==> src/rtl/lcd_fb_pkg.sv <==
// Shared constants and types for the LCD framebuffer arbiter: geometry defaults,
// RGB565 colour constants and the arbiter state encoding.
package lcd_fb_pkg;

    localparam int FB_W_DEF        = 132;
    localparam int FB_H_DEF        = 162;
    localparam int ADDR_W_DEF      = 15;
    localparam int DATA_W_DEF      = 16;
    localparam int WR_MAX_WAIT_DEF = 8;

    localparam logic [15:0] BLACK   = 16'h0000;
    localparam logic [15:0] WHITE   = 16'hFFFF;
    localparam logic [15:0] RED     = 16'hF800;
    localparam logic [15:0] GREEN   = 16'h07E0;
    localparam logic [15:0] BLUE    = 16'h001F;
    localparam logic [15:0] YELLOW  = 16'hFFE0;
    localparam logic [15:0] MAGENTA = 16'hF81F;

    typedef enum logic {
        IDLE  = 1'b0,
        CLEAR = 1'b1
    } fb_state_e;

endpackage

==> src/rtl/lcd_fb_addr.sv <==
// Combinational pixel-coordinate decoder: linear address y*FB_W + x plus an
// in-range flag. Shared by the read and write paths of the arbiter.
module lcd_fb_addr #(
    parameter int FB_W   = 132,
    parameter int FB_H   = 162,
    parameter int ADDR_W = 15
) (
    input  logic [7:0]        x_i,
    input  logic [7:0]        y_i,
    output logic              in_range_o,
    output logic [ADDR_W-1:0] addr_o
);

    localparam logic [31:0]       W_LIM = FB_W;
    localparam logic [31:0]       H_LIM = FB_H;
    localparam logic [ADDR_W-1:0] W_A   = ADDR_W'(FB_W);

    logic [ADDR_W-1:0] x_ext;
    logic [ADDR_W-1:0] y_ext;

    assign x_ext      = ADDR_W'(x_i);
    assign y_ext      = ADDR_W'(y_i);
    assign in_range_o = ({24'd0, x_i} < W_LIM) && ({24'd0, y_i} < H_LIM);
    assign addr_o     = (y_ext * W_A) + x_ext;

endmodule

==> src/rtl/lcd_fb_arbiter.sv <==
// Single-port RGB565 framebuffer arbiter: scan reader (priority, fixed 2-edge latency),
// drawing-engine writer (valid/ready with anti-starvation slot) and full-screen clear.
module lcd_fb_arbiter
    import lcd_fb_pkg::*;
#(
    parameter int                 FB_W        = FB_W_DEF,
    parameter int                 FB_H        = FB_H_DEF,
    parameter int                 ADDR_W      = ADDR_W_DEF,
    parameter int                 DATA_W      = DATA_W_DEF,
    parameter int                 WR_MAX_WAIT = WR_MAX_WAIT_DEF,
    parameter logic [DATA_W-1:0]  BG_COLOR    = DATA_W'(BLACK)
) (
    input  logic              clk,
    input  logic              rst_n,
    input  logic              rd_valid_i,
    output logic              rd_ready_o,
    input  logic [7:0]        rd_x_i,
    input  logic [7:0]        rd_y_i,
    output logic [DATA_W-1:0] rd_data_o,
    output logic              rd_data_vld_o,
    input  logic              wr_valid_i,
    output logic              wr_ready_o,
    input  logic [7:0]        wr_x_i,
    input  logic [7:0]        wr_y_i,
    input  logic [DATA_W-1:0] wr_color_i,
    output logic              wr_err_o,
    input  logic              clr_start_i,
    input  logic [DATA_W-1:0] clr_color_i,
    output logic              clr_busy_o,
    output logic              clr_done_o,
    output logic [ADDR_W-1:0] ram_addr_o,
    output logic              ram_we_o,
    output logic [DATA_W-1:0] ram_wdata_o,
    input  logic [DATA_W-1:0] ram_rdata_i
);

    localparam int                CNT_W    = $clog2(WR_MAX_WAIT + 1);
    localparam logic [CNT_W-1:0]  WAIT_MAX = CNT_W'(WR_MAX_WAIT);
    localparam logic [ADDR_W-1:0] CLR_LAST = ADDR_W'(FB_W * FB_H - 1);

    fb_state_e         state_q;
    logic [CNT_W-1:0]  wait_q, wait_d;
    logic [ADDR_W-1:0] clr_cnt_q;
    logic [DATA_W-1:0] clr_color_q;
    logic              rd_p1_q, rd_p1_oor_q;
    logic              rd_vld_q, rd_oor_q;
    logic [ADDR_W-1:0] ram_addr_q;
    logic              ram_we_q;
    logic [DATA_W-1:0] ram_wdata_q;
    logic              wr_err_q;
    logic              clr_done_q;

    logic              rd_in_range, wr_in_range;
    logic [ADDR_W-1:0] rd_addr, wr_addr;
    logic              forced, rd_acc, wr_acc, clr_slot;

    lcd_fb_addr #(.FB_W(FB_W), .FB_H(FB_H), .ADDR_W(ADDR_W)) u_rd_addr (
        .x_i        (rd_x_i),
        .y_i        (rd_y_i),
        .in_range_o (rd_in_range),
        .addr_o     (rd_addr)
    );

    lcd_fb_addr #(.FB_W(FB_W), .FB_H(FB_H), .ADDR_W(ADDR_W)) u_wr_addr (
        .x_i        (wr_x_i),
        .y_i        (wr_y_i),
        .in_range_o (wr_in_range),
        .addr_o     (wr_addr)
    );

    // Ready signals deliberately ignore wr_valid so the writer never sees a combinational loop.
    assign forced     = (state_q == IDLE) && (wait_q >= WAIT_MAX);
    assign rd_ready_o = !forced;
    assign wr_ready_o = (state_q == IDLE) && (!rd_valid_i || forced);
    assign rd_acc     = rd_valid_i && rd_ready_o;
    assign wr_acc     = wr_valid_i && wr_ready_o;
    assign clr_slot   = (state_q == CLEAR) && !rd_acc;

    // Blocked-writer counter saturates so a long clear cannot wrap it.
    always_comb begin
        wait_d = wait_q;
        if (wr_acc) begin
            wait_d = '0;
        end else if (wr_valid_i && !wr_ready_o && (wait_q != WAIT_MAX)) begin
            wait_d = wait_q + 1'b1;
        end
    end

    always_ff @(posedge clk or negedge rst_n) begin
        if (!rst_n) begin
            state_q     <= IDLE;
            wait_q      <= '0;
            clr_cnt_q   <= '0;
            clr_color_q <= '0;
            rd_p1_q     <= 1'b0;
            rd_p1_oor_q <= 1'b0;
            rd_vld_q    <= 1'b0;
            rd_oor_q    <= 1'b0;
            ram_addr_q  <= '0;
            ram_we_q    <= 1'b0;
            ram_wdata_q <= '0;
            wr_err_q    <= 1'b0;
            clr_done_q  <= 1'b0;
        end else begin
            wait_q      <= wait_d;
            rd_p1_q     <= rd_acc;
            rd_p1_oor_q <= rd_acc && !rd_in_range;
            rd_vld_q    <= rd_p1_q;
            rd_oor_q    <= rd_p1_oor_q;
            ram_we_q    <= 1'b0;
            wr_err_q    <= 1'b0;
            clr_done_q  <= 1'b0;

            if (rd_acc) begin
                if (rd_in_range) begin
                    ram_addr_q <= rd_addr;
                end
            end else if (wr_acc) begin
                if (wr_in_range) begin
                    ram_we_q    <= 1'b1;
                    ram_addr_q  <= wr_addr;
                    ram_wdata_q <= wr_color_i;
                end else begin
                    wr_err_q <= 1'b1;
                end
            end else if (clr_slot) begin
                ram_we_q    <= 1'b1;
                ram_addr_q  <= clr_cnt_q;
                ram_wdata_q <= clr_color_q;
                clr_cnt_q   <= clr_cnt_q + 1'b1;
                if (clr_cnt_q == CLR_LAST) begin
                    clr_done_q <= 1'b1;
                    state_q    <= IDLE;
                end
            end

            // A clear request only counts while idle; a concurrent write still completes above.
            if ((state_q == IDLE) && clr_start_i) begin
                state_q     <= CLEAR;
                clr_cnt_q   <= '0;
                clr_color_q <= clr_color_i;
            end
        end
    end

    assign rd_data_vld_o = rd_vld_q;
    assign rd_data_o     = rd_oor_q ? BG_COLOR : ram_rdata_i;
    assign wr_err_o      = wr_err_q;
    assign clr_busy_o    = (state_q == CLEAR);
    assign clr_done_o    = clr_done_q;
    assign ram_addr_o    = ram_addr_q;
    assign ram_we_o      = ram_we_q;
    assign ram_wdata_o   = ram_wdata_q;

endmodule
==> config.mk <==
export PLATFORM = sky130hd
export DESIGN_NAME = lcd_fb_arbiter
export DESIGN_NICKNAME = d
export VERILOG_FILES = /design/src/rtl/lcd_fb_pkg.sv /design/src/rtl/lcd_fb_addr.sv /design/src/rtl/lcd_fb_arbiter.sv
export SDC_FILE = /design/constraint.sdc
export NUM_CORES = 1
export LEC_CHECK = 0
export ABC_AREA = 0
export CAP_MARGIN = 20
export CORE_MARGIN = 1.5
export CORE_UTILIZATION = 44
export DETAILED_ROUTE_END_ITERATION = 12
export PLACE_DENSITY = 0.75
export SLEW_MARGIN = 20
export SYNTH_ARGS = -nofsm -noshare
export SYNTH_HDL_FRONTEND = slang
export SYNTH_SLANG_ARGS = --single-unit
==> constraint.sdc <==
create_clock -name clk -period 3.8 [get_ports clk]
set_clock_uncertainty 0.05 [all_clocks]
set_input_delay 1.14 -clock clk [delete_from_list [all_inputs] [get_ports clk]]
set_output_delay 1.14 -clock clk [all_outputs]
set_load 0.005 [all_outputs]
==> results of run 1 <==
cell usage after synthesis (all sizes together), types with 13 or more instances:
library cell / instances
nor2: 27
inv: 16
a21oi: 25
o21ai: 44
ha: 33
nand3: 15
dfrtp: 74
nor2b: 23
mux2i: 17
xnor2: 13
nand2: 98
through the flow:
stage / cells / instance area [µm²] / worst slack [ns]
2_1_floorplan: 538 / 4850 / 0.0680
3_3_place_gp: 834 / 6600 / -0.404
3_5_place_dp: 834 / 6600 / -0.456
4_1_cts: 850 / 6860 / 0.000903
5_1_grt: 850 / 6900 / -0.00880
6_report: 850 / 6900 / 0.116
sequential cells by signal, summed over array words and instances, names as in the netlist:
| name | flops |
|---|---|
| rd_data_vld_o | 1 |
| ram_addr_o | 15 |
| clr_cnt_q | 15 |
| rd_p1_q | 1 |
| ram_wdata_o | 16 |
| clr_color_q | 16 |
| rd_p1_oor_q | 1 |
| rd_oor_q | 1 |
| wr_err_o | 1 |
| clr_done_o | 1 |
| ram_we_o | 1 |
| wait_q | 4 |
| clr_busy_o | 1 |
power by group through the flow:
stage	logic, µW	clock network [µW]	registers, µW
after floorplan	420	0	1000
final	805	770	1030
after global routing	888	812	1050
after detailed placement	786	0	1040
after global placement	756	0	1030
after CTS	797	778	1030
layout make-up:
type	instances	area share
repair buffers	177	0.246
clock inverters	7	0.0178
multi-input cells	426	0.416
inverters	17	0.00924
well taps	140	0.0254
flip-flops and latches	74	0.268
clock buffers	9	0.0179
path summary, 6_finish.rpt:
check	startpoint	endpoint	slack, ns	depth (start not counted)
min	rd_p1_q	rd_data_vld_o	0.32	0
max	wr_y_i[2]	ram_addr_o[13]	0.12	11
max reg2reg	clr_busy_o	ram_addr_o[3]	1.72	7
min in group asynchronous	rst_n	ram_wdata_o[3]	0.73	1
max in group asynchronous	rst_n	ram_addr_o[7]	2.15	2
min reg2reg	rd_p1_q	rd_data_vld_o	0.32	0
layer usage:
layer,global-route usage,vias to the layer above,routed length (µm)
met4,0.0987,0,373
met3,0.0536,31,845
met5,0,-,0
met1,0.300,2219,5710
li1,-,2241,-
met2,0.400,153,6840
timing repair:
action / CTS / global route
gates resized for setup: 2 / 7
endpoints found under the setup margin: 2 / 3
pin swaps: 7 / 7
cloned: 0 / 0
cell families (layout without fill, tap and decap cells):
logic type,Yosys count,count (layout)
compound gates,127,127
mux,18,18
simple gates,219,219
fa+ha+maj,37,37
flops,74,74
buf+inv,38,210
xor+xnor,25,25
==> metrics, run 1 <==
Yosys top cell area share 0.381; P_leak 0.00296 µW; most used cell, CP a32oi_1; standard-cell rows 38; GRT Overall Usage 0.239; Starting Density 0.450; Buf/Inv on CP 2; crit end category flip-flop; Worst EP arrival 3.88 ns; Top Family by Delay on Critical Path adder cells; worst vdd ir 0.000270 V; main combinational cell family by area after synthesis simple AND/OR/NAND/NOR gates; Tmin final 3.68 ns; Synth Cell Area 4850 µm²; DR WL/cell 16.2 µm; Antenna Cells 0; CP Class in2reg; die extent in y 108 µm; Critical Path Slowest Stage Cell or4_1; clock share of power 0.296; Synth Area in Compound Gates 0.177; Core Util, Final 0.640; total CTS buffers 9; Area growth syn-to-layout 42.2%; # fillers 906; Synth Area in XOR/XNOR 0.0451; ANT nets after route 0; synthesis-stage register bit count 74; Final Hold Viols 0; YS warnings 0; residual DRC count 0; fin crit share 0.970; top post-synthesis cells by area dfrtp_1, ha_1, nand2_1; DRT iter0 DRCs 288; largest net degree at the start of global routing 34; total power 2600 µW; Int Power 1780 µW; Critical Path, Cell by Cell clkdlybuf4s50_1 -> ha_1 -> ha_4 -> ha_2 -> fa_1 -> buf_4 -> nand3_1 -> a32oi_1 -> or4_1 -> a32oi_1 -> a31oi_1; Syn Nets 660; Placer Congestion 0.885; final WL 13.8 mm; final-stage net count 827; CP Launch Type primary input; Skew-Pair Late Insertion Delay 0.36 ns; maxcap violations 0; via count 4644; Post-synth EDFFs 0; Core ar. 10800 µm²; Top FF cell, synth dfrtp_1; gr ovfl total 0; first-pass GRT wire length 22.0 mm; Worst-Margin Slew 0.703 ns; FFs w/ async S/R, synth 1.00; Post-CTS Setup Bufs 0; commonest non-fill, non-tap cells in the layout clkdlybuf4s50_1, nand2_1, dfrtp_1, buf_4, ha_1; Post-Syn Instances 538; register area 1850 µm²; CP max FO 2; area of the multi-input gates 2870 µm²; Combinational Power Share 0.309; sequential element share of the synthesized area 0.381; post-synthesis adder-cell area fraction 0.102; number of global-route vias before repair 4609; status finished clean; vias per cell 5.46; post-synthesis mux area share 0.0374; Fin Hold WS 0.315 ns; CTS tree done; layout cells sized above 1 0.118; io pins 139; Netlist cell types 58; Final setup viols 0; dominant cell type by area after synthesis dfrtp_1; Sw Share 0.316; port buffer count 138; Post-CTS Hold Fix Bufs 0; most common cell after layout, fill and taps aside clkdlybuf4s50_1; Slew headroom 0.529; Root Buffer clkbuf_8; sequential power share 0.395; Setup TNS Final 0 ns; pwr dens 377 nW/µm²; Req. time, crit path 3.99 ns; die footprint 11700 µm²; HPWL after detailed placement 10.6 mm; H-tree depth 3; first-pass detailed-route iteration total 5; FMAX 271 MHz; CTS max path bufs 2; Post-Synth Simple-Gate Area 0.219; Die Wd 108 µm; Max Slew Vio Count 0; Min-Delay Path Class reg2reg; Avg Cell Area, Syn 9.02 µm²; CP peak stage delay 0.53 ns; antenna violations before repair 0; clock sink total 74; clock slew at reported path FFs 0.08 ns; Sw Pwr 822 µW
No activity file was read; power rests on OpenSTA's default activity.
==> run 2: changes to the inputs <==
--- a/config.mk
+++ b/config.mk
@@ -7,7 +7,7 @@
 export LEC_CHECK = 0
 export ABC_AREA = 0
 export CAP_MARGIN = 20
-export CORE_MARGIN = 1.5
+export CORE_MARGIN = 2
 export CORE_UTILIZATION = 44
 export DETAILED_ROUTE_END_ITERATION = 12
 export PLACE_DENSITY = 0.75
==> metrics, run 2 (same netlist as run 1, synthesis figures left out) <==
status finished clean; DP Area 6600 µm²; Skew-Pair Late Insertion Delay 0.36 ns; first-pass detailed-route iteration total 5; DRT iter0 DRCs 246; die footprint 11900 µm²; Reg-to-Reg End ram_wdata_o[10]; # fillers 902; io pins 139; Die Wd 109 µm; number of global-route vias before repair 4536; Max Slew Vio Count 0; final WL 13.6 mm; Post-Layout Inst Area 6880 µm²; crit end category flip-flop; die extent in y 109 µm; worst vdd ir 0.000254 V; Req. time, crit path 4.03 ns; ANT nets after route 0; Core Util, Final 0.638; RSZ-0062 raised after global routing false; Sw Share 0.328; Post-CTS Setup Bufs 0; Post-CTS Hold Fix Bufs 0; Worst-Margin Slew 0.496 ns; maxcap violations 0; Worst EP arrival 3.88 ns; CTS max path bufs 2; P_leak 0.00298 µW; total CTS buffers 9; Final setup viols 0; Tmin final 3.65 ns; FMAX 274 MHz; sequential power share 0.417; CP Class in2reg; clock sink total 74; final-stage net count 830; H-tree depth 3; residual DRC count 0; largest net degree at the start of global routing 45; most common cell after layout, fill and taps aside clkdlybuf4s50_1; fin crit share 0.962; CTS tree done; CP max FO 3; first-pass GRT wire length 21.8 mm; layout cells sized above 1 0.122; clock share of power 0.255; Int Power 1650 µW; Core ar. 10800 µm²; GRT Overall Usage 0.236; port buffer count 138; antenna violations before repair 0; Starting Density 0.450; reg-to-reg slack, setup 1.86 ns; Sw Pwr 806 µW; clock slew at reported path FFs 0.08 ns; CP Launch Type primary input; Min-Delay Path Class reg2reg; Placer Congestion 0.858; gr ovfl total 0; Area growth syn-to-layout 41.8%; R2R Path Start clr_busy_o; standard-cell rows 38; FF-to-FF path depth 8; DR WL/cell 15.9 µm; Antenna Cells 0; Root Buffer clkbuf_8; crit path to ram_addr_o[14]; commonest non-fill, non-tap cells in the layout clkdlybuf4s50_1, nand2_1, dfrtp_1, buf_4, ha_1; via count 4635; vias per cell 5.43; pwr dens 357 nW/µm²; CP Launch Point rd_y_i[7]; Combinational Power Share 0.327; Final Hold Viols 0; Slew headroom 0.669; HPWL after detailed placement 10.7 mm
run 2: changes by cell type in the layout (fill, tap and decap cells not counted), moves of 2 or more:
cell             delta
clkdlybuf4s50_1     -3
dlymetal6s2s_1      +3
buf_4               +3
clkinv_4            +3
ha_1                -2
bufinv_16           -2
ha_4                +2
run 2: stage by stage:
| stage | worst slack [ns] | setup TNS, ns | total power, µW | std cells | hold WS [ns] |
|---|---|---|---|---|---|
| 2_1_floorplan | 0.0680 | 0 | 1420 | 538 | 0.281 |
| 3_3_place_gp | -0.404 | -1.10 | 1790 | 836 | 0.284 |
| 3_5_place_dp | -0.492 | -1.40 | 1830 | 836 | 0.287 |
| 4_1_cts | 0.00584 | 0 | 2470 | 852 | 0.305 |
| 5_1_grt | 0.0351 | 0 | 2600 | 853 | 0.310 |
| 6_report | 0.146 | 0 | 2460 | 853 | 0.304 |
run 2: worst min path at each step:
| stage | startpoint | to | slack, ns | cells past startpoint |
|---|---|---|---|---|
| after floorplan | rd_p1_q | rd_data_vld_o | 0.28 | 0 |
| after global placement | rd_p1_oor_q | rd_oor_q | 0.28 | 0 |
| after detailed placement | rd_p1_q | rd_data_vld_o | 0.29 | 0 |
| after CTS | rd_p1_q | rd_data_vld_o | 0.30 | 0 |
| after global routing | rd_p1_q | rd_data_vld_o | 0.31 | 0 |
| final | rd_p1_q | rd_data_vld_o | 0.30 | 0 |
run 2: per-layer routing:
metal / track usage / vias to the layer above / share of wire
met5: 0 / - / 0
met4: 0.0806 / 0 / 0.018
met3: 0.0406 / 19 / 0.062
met2: 0.404 / 149 / 0.50
met1: 0.300 / 2212 / 0.42
li1: - / 2255 / -
run 2: timing repair:
action                                  4_1_cts  5_1_grt
endpoints found under the setup margin        2        3
pin swaps                                     4        6
resized for setup                             4        8
run 2: worst max-delay path: stages:
cell and delay (ns):
clkdlybuf4s50_1 0.50, ha_1 0.24, ha_1 0.30, ha_1 0.23, fa_2 0.36, xor2_1 0.19, nand2_1 0.09, and3b_1 0.25
and4_1 0.18, o21ai_0 0.07, buf_4 0.15, a41oi_2 0.18
run 2: power by group through the flow:
stage               clock, µW  combinational (µW)  sequential (µW)
global placement            0                 758             1040
detailed placement          0                 787             1040
floorplan                   0                 420             1000
CTS                       641                 800             1030
global route              669                 892             1040
finish                    628                 804             1030
run 2: cell type report:
type,count,area [µm²],area share
clock buffer,9,124,0.0180
multi-input combinational,426,2860,0.416
tap,140,175,0.0254
clock inverter,7,77.6,0.0113
inverter,17,63.8,0.00927
timing repair buffer,180,1730,0.251
sequential,74,1850,0.269
==> run 3: changes to the inputs <==
--- a/config.mk
+++ b/config.mk
@@ -10,8 +10,9 @@
 export CORE_MARGIN = 2
 export CORE_UTILIZATION = 44
 export DETAILED_ROUTE_END_ITERATION = 12
-export PLACE_DENSITY = 0.75
+export PLACE_DENSITY = 0.73
 export SLEW_MARGIN = 20
 export SYNTH_ARGS = -nofsm -noshare
 export SYNTH_HDL_FRONTEND = slang
+export SYNTH_HIERARCHICAL = 1
 export SYNTH_SLANG_ARGS = --single-unit
==> constraint.sdc (replaced) <==
create_clock -name clk -period 4.1 [get_ports clk]
set_clock_uncertainty 0.05 [all_clocks]
set_input_delay 1.23 -clock clk [delete_from_list [all_inputs] [get_ports clk]]
set_output_delay 1.23 -clock clk [all_outputs]
set_load 0.005 [all_outputs]
==> metrics, run 3 <==
GRT Overall Usage 0.240; port buffer count 138; YS warnings 6; CP Launch Type primary input; io pins 139; Starting Density 0.455; fin crit share 0.972; standard-cell rows 39; die extent in y 113 µm; reg-to-reg slack, setup 1.89 ns; Max Slew Vio Count 0; first-pass GRT wire length 24.8 mm; most common cell after layout, fill and taps aside clkdlybuf4s50_1; final-stage net count 896; placed insts 904; CP Launch Point rd_y_i[6]; Top Family by Delay on Critical Path adder cells; status finished clean; Worst-Margin Slew 1.01 ns; most frequent cell after synthesis nand2_1; dominant cell type by area after synthesis dfrtp_1; DRT iter0 DRCs 323; Slew headroom 0.327; Final Hold Viols 0; CTS max path bufs 2; total CTS buffers 9; CP max FO 3; Avg Cell Area, Syn 8.55 µm²; R2R Path Start clr_busy_o; Req. time, crit path 4.23 ns; layout cells sized above 1 0.135; top post-synthesis cells by area dfrtp_1, nand2_1, ha_1; Core ar. 11600 µm²; FF-to-FF path depth 4; Critical Path, Cell by Cell clkdlybuf4s50_1 -> ha_1 -> ha_1 -> ha_2 -> fa_2 -> nand3_2 -> or3_4 -> or2_4 -> mux2i_1 -> o311ai_2 -> o21ai_1 -> o21ai_1; residual DRC count 0; Synth Cell Area 5270 µm²; RSZ-0062 raised after global routing false; commonest non-fill, non-tap cells in the layout clkdlybuf4s50_1, nand2_1, dfrtp_1, o21ai_0; via count 5048; FFs w/ async S/R, synth 1.00; Netlist cell types 58; antenna violations before repair 0; Synth top cells by count nand2_1, dfrtp_1, o21ai_0; clock sink total 74; H-tree depth 3; Combinational Power Share 0.336; Levels on crit path 12; Post-Layout Cell Count 922; Final setup viols 0; Worst EP arrival 4.12 ns; worst path setup slack after routing 0.113 ns; Syn Nets 738; Tmin final 3.99 ns; CP peak stage delay 0.55 ns; pwr dens 368 nW/µm²; ANT nets after route 0; Top FF cell, synth dfrtp_1; Reg-to-Reg End ram_addr_o[14]; synthesis-stage register bit count 74; pre-CTS setup slack -0.599 ns; Min-Delay Path Class reg2reg; final WL 15.0 mm; Critical Path Slowest Stage Cell fa_2; crit path to ram_addr_o[13]; clock share of power 0.302; P_leak 0.00318 µW; Yosys top cell area share 0.352; FMAX 251 MHz; maxcap violations 0; Antenna Cells 0; Post-Syn Instances 616; gr ovfl total 0; CTS tree done; Die Wd 113 µm; die footprint 12900 µm²; vias per cell 5.48; worst vdd ir 0.000179 V; Placer Congestion 0.877; sequential element share of the synthesized area 0.352; Sw Share 0.325; DR WL/cell 16.3 µm; first-pass detailed-route iteration total 5; Core Util, Final 0.637; number of global-route vias before repair 5122; CP Class in2reg; Area growth syn-to-layout 39.9%; HPWL after detailed placement 11.5 mm; Sw Pwr 879 µW; Skew-Pair Late Insertion Delay 0.34 ns; Buf/Inv on CP 1; clock slew at reported path FFs 0.06 ns; sequential power share 0.361; largest net degree at the start of global routing 47; Int Power 1830 µW; Root Buffer clkbuf_16; crit end category flip-flop; Post-synth EDFFs 0
==> run 3: cell types whose count changed after synthesis, moves of 8 or more <==
cell / previous run / this run
o21ai_0: 23 / 53
inv_1: 16 / 34
nor2_1: 26 / 43
o2111ai_1: 0 / 16
xnor2_1: 13 / 29
nand2_1: 98 / 113
mux2i_1: 17 / 3
o21ai_2: 12 / 0
nand3b_1: 5 / 16
o21ai_1: 9 / 0
a21oi_1: 24 / 16
xor2_1: 12 / 4
==> run 3: cell type report <==
type / instances / area [µm²]
clock buffer: 11 / 253
clock inverter: 5 / 60.1
fill: 991 / 4200
inverter: 34 / 128
multi-input combinational: 473 / 3170
sequential: 74 / 1850
tap: 143 / 179
timing repair buffer: 182 / 1720
==> run 3: logic make-up after synthesis <==
kind of cell	after synthesis	share of synthesized area
AOI/OAI and AO/OA	141	0.183
and+or+nand+nor	258	0.246
buffers and inverters	69	0.0627
adders and majority gates	37	0.0936
DFF	74	0.352
xor gates and xnor gates	33	0.0549
muxes	4	0.00784
==> run 3: worst min path at each step <==
stage	from	endpoint	cells after the start
after floorplan	rd_p1_q	rd_data_vld_o	0
after global placement	rd_p1_q	rd_data_vld_o	0
after detailed placement	rd_p1_oor_q	rd_oor_q	0
after CTS	rd_p1_oor_q	rd_oor_q	0
after global routing	rd_p1_q	rd_data_vld_o	0
final	rd_p1_oor_q	rd_oor_q	0
==> run 3: per-stage QoR <==
step | hold slack [ns] | TNS (ns) | instance area, µm² | power [µW]
after floorplan | 0.281 | 0 | 5270 | 1450
after detailed placement | 0.298 | -1.69 | 6950 | 1880
after global placement | 0.282 | -1.30 | 6950 | 1840
after global routing | 0.324 | 0 | 7370 | 2860
final | 0.304 | 0 | 7370 | 2710
after CTS | 0.312 | 0 | 7330 | 2720
==> run 3: timing repair <==
| item | CTS | global route |
|---|---|---|
| setup buffers | 1 | 1 |
| setup endpoints to repair | 2 | 3 |
| pin swaps | 9 | 6 |
| cloned | 0 | 0 |
| endpoints found under the hold margin | 0 | 0 |
| resized for setup | 16 | 10 |
| hold buffers | 0 | 0 |
==> run 3: power groups by stage <==
stage / Clock, µW / Sequential, µW / Combinational, µW
finish: 819 / 979 / 911
global route: 864 / 994 / 1010
CTS: 837 / 977 / 906
detailed placement: 0 / 988 / 887
global placement: 0 / 982 / 862
floorplan: 0 / 953 / 496
==> run 3: routing by layer <==
metal	global-route usage	vias to the layer above	wire [µm]
met5	0	-	0
met4	0.0797	0	364
met3	0.0569	29	961
met2	0.420	179	7240
met1	0.291	2377	6420
li1	-	2463	-
